==> src/rtl/mux16_rr_scheduler.sv <==
// Round-robin scheduler driving the select of a shared 16:1 mux.
// Grants are held until the owner releases or MAX_HOLD cycles elapse.
module mux16_rr_scheduler #(
    parameter int unsigned MAX_HOLD = 8,
    parameter int unsigned CNT_W    = 8
) (
    input  logic        clk,
    input  logic        rst_n,
    input  logic [15:0] req,
    output logic [3:0]  sel,
    output logic [15:0] gnt,
    output logic        valid,
    output logic        timeout
);

    typedef enum logic {IDLE, GRANT} state_t;

    state_t           state;
    logic [3:0]       ptr;
    logic [CNT_W-1:0] hold_cnt;

    logic [15:0] rot;
    logic        found;
    logic [3:0]  winner;
    logic        expired;
    logic        released;

    // ptr always equals sel+1 while in GRANT, so one search serves both
    // states and leaves an expiring owner at the end of the scan order.
    always_comb begin
        rot    = (req >> ptr) | (req << (5'd16 - {1'b0, ptr}));
        found  = |req;
        winner = ptr;
        for (int unsigned i = 0; i < 16; i++) begin
            if (rot[15-i]) winner = ptr + 4'(15 - i);
        end
    end

    assign expired  = (hold_cnt == CNT_W'(MAX_HOLD - 1));
    assign released = !req[sel] || expired;

    always_ff @(posedge clk or negedge rst_n) begin
        if (!rst_n) begin
            state    <= IDLE;
            sel      <= '0;
            gnt      <= '0;
            valid    <= 1'b0;
            timeout  <= 1'b0;
            ptr      <= '0;
            hold_cnt <= '0;
        end else begin
            timeout <= 1'b0;
            case (state)
                IDLE: begin
                    if (found) begin
                        state    <= GRANT;
                        sel      <= winner;
                        gnt      <= 16'd1 << winner;
                        valid    <= 1'b1;
                        hold_cnt <= '0;
                        ptr      <= winner + 4'd1;
                    end
                end
                GRANT: begin
                    if (!released) begin
                        hold_cnt <= hold_cnt + 1'b1;
                    end else begin
                        timeout <= expired && req[sel];
                        if (found) begin
                            sel      <= winner;
                            gnt      <= 16'd1 << winner;
                            valid    <= 1'b1;
                            hold_cnt <= '0;
                            ptr      <= winner + 4'd1;
                        end else begin
                            state <= IDLE;
                            gnt   <= '0;
                            valid <= 1'b0;
                        end
                    end
                end
                default: state <= IDLE;
            endcase
        end
    end

endmodule

==> config.mk <==
export PLATFORM = sky130hd
export DESIGN_NAME = mux16_rr_scheduler
export DESIGN_NICKNAME = d
export VERILOG_FILES = /design/src/rtl/mux16_rr_scheduler.sv
export SDC_FILE = /design/constraint.sdc
export NUM_CORES = 1
export LEC_CHECK = 0
export ABC_AREA = 1
export CAP_MARGIN = 25
export CORE_ASPECT_RATIO = 1.2
export CORE_MARGIN = 2
export CORE_UTILIZATION = 29
export DETAILED_ROUTE_END_ITERATION = 8
export GPL_TIMING_DRIVEN = 0
export SETUP_SLACK_MARGIN = 0.5
export SYNTH_ARGS = -nofsm -noshare
export SYNTH_HDL_FRONTEND = slang
export SYNTH_SLANG_ARGS = --single-unit
==> constraint.sdc <==
create_clock -name clk -period 3.2 [get_ports clk]
set_input_delay 0.48 -clock clk [delete_from_list [all_inputs] [get_ports clk]]
set_output_delay 0.48 -clock clk [all_outputs]
set_load 0.05 [all_outputs]
==> results of run 1 <==
==> flip-flops by register name (all words and copies together) (netlist names) <==
register	count
hold_cnt	8
state	1
ptr	4
valid	1
sel	4
timeout	1
gnt	16
==> cell type report <==
class,count,area [um^2],share of cell area [%]
repair buffers,77,714,13.2
clock buffers,5,125,2.30
inverters,58,245,4.52
multi-input cells,515,2990,55.0
flip-flops and latches,35,878,16.2
well taps,164,205,3.78
plain buffers,26,262,4.81
clock inverters,3,15.0,0.276
==> critical path, delay by kind of cell, from the launching register on <==
kind | cells | cell delay (ns)
AND/OR/NAND/NOR | 19 | 1.42
buffers and inverters | 6 | 0.71
AO/OA/AOI/OAI | 4 | 0.46
flip-flops | 1 | 0.37
adder cells (fa/ha/maj) | 1 | 0.28
==> through the flow <==
stage / utilization (%) / TNS, ns / hold WS [ns] / area (um^2)
after floorplan: - / 0 / 0.184 / 3940
after global placement: 35.6 / -8.10 / 0.458 / 4530
after detailed placement: 35.6 / -7.95 / 0.464 / 4530
after CTS: 41.8 / -0.277 / 0.302 / 5320
after global routing: 42.7 / -7.06 / 0.352 / 5430
final: 42.7 / -0.880 / 0.279 / 5430
==> kinds of logic (layout without fill, tap and decap cells) <==
kind of cell | count (synthesis) | after routing
buffers and inverters | 84 | 169
flip-flops | 35 | 35
AND/OR/NAND/NOR | 378 | 378
multiplexers | 2 | 2
AO/OA/AOI/OAI | 118 | 118
XOR/XNOR | 5 | 5
adder cells (fa/ha/maj) | 12 | 12
==> how the worst min path moves through the flow <==
stage | from | endpoint | slack, ns
2_1_floorplan | rst_n | gnt[0] | 0.18
3_3_place_gp | valid | valid | 0.46
3_5_place_dp | gnt[11] | gnt[11] | 0.46
4_1_cts | rst_n | gnt[6] | 0.30
5_1_grt | rst_n | gnt[13] | 0.35
6_report | rst_n | gnt[13] | 0.28
==> synthesized netlist by cell type (2+ instances only) <==
| cell | n |
|---|---|
| nor4_1 | 2 |
| nor2_1 | 28 |
| and2_1 | 5 |
| xor2_1 | 4 |
| o21ai_1 | 15 |
| a21oi_1 | 46 |
| inv_2 | 12 |
| buf_2 | 9 |
| nand3_1 | 68 |
| nand4_1 | 5 |
| o21ai_0 | 33 |
| or2_2 | 2 |
| mux2i_1 | 2 |
| nor2_2 | 3 |
| o21ai_2 | 5 |
| a22o_1 | 3 |
| inv_1 | 45 |
| buf_4 | 4 |
| clkbuf_1 | 6 |
| dfrtp_1 | 35 |
| nand2_2 | 11 |
| nand3_2 | 8 |
| buf_6 | 3 |
| buf_1 | 4 |
| o21a_1 | 2 |
| nor3_1 | 8 |
| nor3b_1 | 3 |
| a211oi_1 | 4 |
| o211ai_1 | 4 |
| a32o_1 | 2 |
| ha_1 | 12 |
| nand2_1 | 232 |
==> what timing repair did <==
item                       CTS  global route
gates resized for setup     97            23
setup endpoints to repair   28            28
setup buffers               32             5
gates cloned                 1             0
pin swaps                   41            20
==> per-layer routing <==
metal  global-route usage [%]  part of all wire, %  vias up  wire length [um]
li1                         -                    -     2255                 -
met1                     24.1                   40     2177              5620
met2                     38.3                   52      135              7320
met3                     2.16                  4.4       40               617
met4                     11.2                  4.4        0               618
met5                        0                    0        -                 0
==> summary.txt, run 1 <==
Status
  – Status: finished with violations
  – Failing checks: setup timing

Critical path
  – CP Class: flip-flop to flip-flop
  – Worst r2r path cells: 30
  – Crit. Startpoint: ptr[1]
  – Crit path DAT: 3.52 ns
  – R2R setup slack: -0.11 ns
  – Cell repeated most along the worst path: nand2_1
  – CP endpoint: gnt[0]
  – Crit end category: flip-flop
  – Req. time, crit path: 3.41 ns
  – Setup crit start kind: flip-flop
  – RR Endpoint: gnt[0]
  – FF-to-FF Start: ptr[1]
  – Crit-path slowest cell: dfrtp_1
  – Crit-path max cell delay: 0.37 ns
  – Crit-path max FO: 7

Placed design
  – Gp weighted congestion: 0.969
  – Dpl ws: -0.468 ns
  – IO Port Bufs: 39
  – Placed insts: 837
  – Post-DP HPWL: 10.3 mm

Finish
  – Post-Layout Cell Count: 883
  – Most frequent cells in the layout: nand2_1, nand3_1, a21oi_1
  – Final Net Count: 748
  – Area delta synth->final: 43.5%
  – Most common cell after layout, fill and taps aside: nand2_1
  – Fraction of layout cells with a size suffix above 1: 27.4%
  – Filler cell count: 1336
  – Antenna diodes: 0

Synth
  – Mapped Nets: 664
  – Sequential share of the synthesized area: 23.1%
  – Largest family of logic cells by synthesized area: simple AND/OR/NAND/NOR gates
  – Mux share of post-synthesis cell area: 0.529%
  – Main synth FF type: dfrtp_1
  – Mapped Area: 3780 um^2
  – Synth top area share: 23.1%
  – Synth Area in Compound Gates: 17.8%
  – Mean Syn Cell Area: 5.97 um^2
  – Leading area contributor after synthesis: dfrtp_1
  – Count of cell types in the netlist: 41
  – Yosys reg bits: 35
  – Number of synthesized flops with an enable pin: 0
  – Cells after synthesis: 634
  – YS warnings: 0
  – Post-Synth Simple-Gate Area: 43.8%
  – Dominant cells by area after synthesis: dfrtp_1, nand2_1, nand3_1, a21oi_1, inv_1
  – Post-synthesis xor/xnor area fraction: 1.16%
  – Synth async-reset ratio: 100%
  – Synth Area in Adders: 3.97%

STA
  – Final Cycle Share: 103%
  – RSZ-0062 raised after global routing: yes
  – Least-Margin Pin Slew: 0.797 ns
  – Setup violations, final: 16
  – Final WS setup: -0.107 ns
  – Slew Viols, Final: 0
  – Tmin final: 3.31 ns
  – Hold Violations, Final: 0
  – Worst clock skew: 0.00669 ns
  – Fmax: 0.302 GHz
  – Slew HR: 46.9%

Clocking
  – Cts hold-fix bufs: 0
  – Clock root buffer: clkbuf_16
  – Clk sinks: 35
  – Clock-pin transition on the worst setup and hold timing paths: 0.06 ns
  – H-tree depth: 2
  – Clk_lat worst skew: 0.29 ns
  – CTS Buf Count: 5
  – Max Buffers Root-to-Sink: 2
  – CTS tree: built

Detailed routing
  – WL per Instance: 16.0 um
  – ANT nets after route: 0
  – Vias after detailed routing: 4607
  – Avg Vias per Cell: 5.22
  – First drt pass iteration count: 5
  – Drt drc: 0
  – DRT iter0 DRCs: 299
  – WL final: 14.2 mm

Global routing
  – Tot GR Track Use: 21.0%
  – Global-route wire length before repair: 23.2 mm
  – Initial antenna violation count: 0
  – Vias in the first global route: 4736
  – Remaining global-route overflow: 0
  – Largest net degree at the start of global routing: 36

Die
  – Core Region: 12700 um^2
  – Die Ht: 129 um
  – Row Count: 45
  – # IOs: 40
  – Die W: 108 um
  – Full die area: 14000 um^2
  – Starting density of the core: 29.7%

Job
  – Max-Cap Viols: 0

Min path
  – Worst hold path type: primary input to asynchronous set/reset pin
Power of run 1 is left out: the tool's default activity adds up to more than one toggle a clock period on the data nets, which glitch-free logic cannot reach.
==> run 2: changes to the inputs <==
--- a/config.mk
+++ b/config.mk
@@ -6,7 +6,6 @@
 export NUM_CORES = 1
 export LEC_CHECK = 0
 export ABC_AREA = 1
-export CAP_MARGIN = 25
 export CORE_ASPECT_RATIO = 1.2
 export CORE_MARGIN = 2
 export CORE_UTILIZATION = 29
==> results of run 2 <==
Same layout as run 1: the final DEF is identical, and so are final timing and power.
Power of run 2 is left out for the same reason.
==> run 3: changes to the inputs <==
--- a/config.mk
+++ b/config.mk
@@ -12,6 +12,7 @@
 export DETAILED_ROUTE_END_ITERATION = 8
 export GPL_TIMING_DRIVEN = 0
 export SETUP_SLACK_MARGIN = 0.5
+export SLEW_MARGIN = 15
 export SYNTH_ARGS = -nofsm -noshare
 export SYNTH_HDL_FRONTEND = slang
 export SYNTH_SLANG_ARGS = --single-unit
==> run 3 against run 2 <==
Compared with the run above:
- the run still ends with setup timing left
- sequential share of layout area shrank 0.21 points
- clock skew grew 0.00052 ns
- first-iteration DRC count is 5.4% lower
- maximum frequency shrank 0.49%
- critical path depth up 2
- critical endpoint is now ptr[2]
==> summary.txt, run 3 (same netlist as run 1, synthesis figures left out) <==
Status
  – Status: finished with violations
  – Failing checks: setup timing

Detailed routing
  – WL per Instance: 15.9 um
  – Avg Vias per Cell: 5.20
  – Vias after detailed routing: 4605
  – Drt drc: 0
  – DRT iter0 DRCs: 283
  – WL final: 14.1 mm
  – ANT nets after route: 0
  – First drt pass iteration count: 5

Job
  – Max-Cap Viols: 0

Global routing
  – Tot GR Track Use: 20.5%
  – Initial antenna violation count: 0
  – Remaining global-route overflow: 0
  – Largest net degree at the start of global routing: 27
  – Vias in the first global route: 4540
  – Global-route wire length before repair: 22.5 mm

Finish
  – Most common cell after layout, fill and taps aside: nand2_1
  – Area delta synth->final: 45.4%
  – Final instance area: 5500 um^2
  – Top reg by flops: gnt
  – Fraction of layout cells with a size suffix above 1: 27.1%
  – Final Net Count: 751
  – Antenna diodes: 0
  – Max reg flops: 16
  – Largest registers: gnt x16, hold_cnt x8
  – Most frequent cells in the layout: nand2_1, nand3_1, a21oi_1
  – Final core utilization: 43.2%

Die
  – Row Count: 45
  – # IOs: 40
  – Core Region: 12700 um^2
  – Starting density of the core: 29.7%
  – Die W: 108 um
  – Die Ht: 129 um
  – Full die area: 14000 um^2

Critical path
  – Req. time, crit path: 3.40 ns
  – Crit-path max cell delay: 0.37 ns
  – Stages on worst setup path: 32
  – Cell repeated most along the worst path: nand2_1
  – Crit-path slowest cell: dfrtp_1
  – Delay-heaviest family, CP: simple AND/OR/NAND/NOR gates
  – Buf/Inv on CP: 6
  – Crit-path max FO: 8
  – FF-to-FF Start: ptr[1]
  – Crit path DAT: 3.52 ns
  – Crit end category: flip-flop
  – Worst r2r path cells: 32
  – CP Class: flip-flop to flip-flop
  – Crit. Startpoint: ptr[1]
  – Setup crit start kind: flip-flop

STA
  – Final WS setup: -0.123 ns
  – Worst clock skew: 0.00721 ns
  – Slew HR: 63.5%
  – Setup violations, final: 21
  – Fmax: 0.301 GHz
  – RSZ-0062 raised after global routing: yes
  – Slew Viols, Final: 0
  – Final Cycle Share: 104%
  – Setup TNS: -1.10 ns
  – Hold Violations, Final: 0
  – Tmin final: 3.32 ns
  – Least-Margin Pin Slew: 0.547 ns

Clocking
  – Max Buffers Root-to-Sink: 2
  – Clk_lat worst skew: 0.28 ns
  – CTS tree: built
  – CTS Buf Count: 5
  – Clk sinks: 35
  – Clock-pin transition on the worst setup and hold timing paths: 0.05 ns
  – H-tree depth: 2
  – Clock root buffer: clkbuf_16

Placed design
  – IO Port Bufs: 39
  – Placed cell area: 4550 um^2
  – Post-DP HPWL: 10.4 mm
  – Gp weighted congestion: 0.969

Min path
  – Worst hold path type: primary input to asynchronous set/reset pin
run 3: stage by stage:
| step | cells | setup WS, ns | hold WS, ns |
|---|---|---|---|
| after floorplan | 634 | 0.188 | 0.184 |
| after global placement | 837 | -0.480 | 0.458 |
| after detailed placement | 838 | -0.493 | 0.361 |
| after CTS | 875 | -0.0897 | 0.0602 |
| after global routing | 886 | -0.351 | 0.0740 |
| final | 886 | -0.123 | 0.0586 |
run 3: path summary, 6_finish.rpt:
check	to	slack, ns
max	ptr[2]	-0.12
min	gnt[13]	0.06
max reg2reg	ptr[2]	-0.12
min reg2reg	gnt[10]	0.47
max in group asynchronous	ptr[2]	2.71
min in group clk	gnt[10]	0.47
run 3: layer usage:
metal | part of all wire (%) | GRT usage [%] | vias up
met1 | 40 | 24.2 | 2137
li1 | - | - | 2267
met2 | 50 | 36.8 | 167
met4 | 3.5 | 9.50 | 0
met5 | 0 | 0 | -
met3 | 6.0 | 2.72 | 34
run 3: layout make-up:
| cell class | instances | area (um^2) |
|---|---|---|
| Buffer | 26 | 282 |
| Clock buffer | 8 | 156 |
| Fill cell | 1353 | 7220 |
| Inverter | 58 | 245 |
| Multi-Input combinational cell | 515 | 2990 |
| Sequential cell | 35 | 878 |
| Tap cell | 164 | 205 |
| Timing Repair Buffer | 80 | 748 |
run 3: timing repair:
action | 4_1_cts | 5_1_grt
hold buffers | 0 | 0
endpoints found under the setup margin | 28 | 28
cloned | 2 | 1
hold endpoints to repair | 0 | 0
pin swaps | 30 | 35
setup buffers | 27 | 10
resized for setup | 78 | 47
Power of run 3 is left out for the same reason.
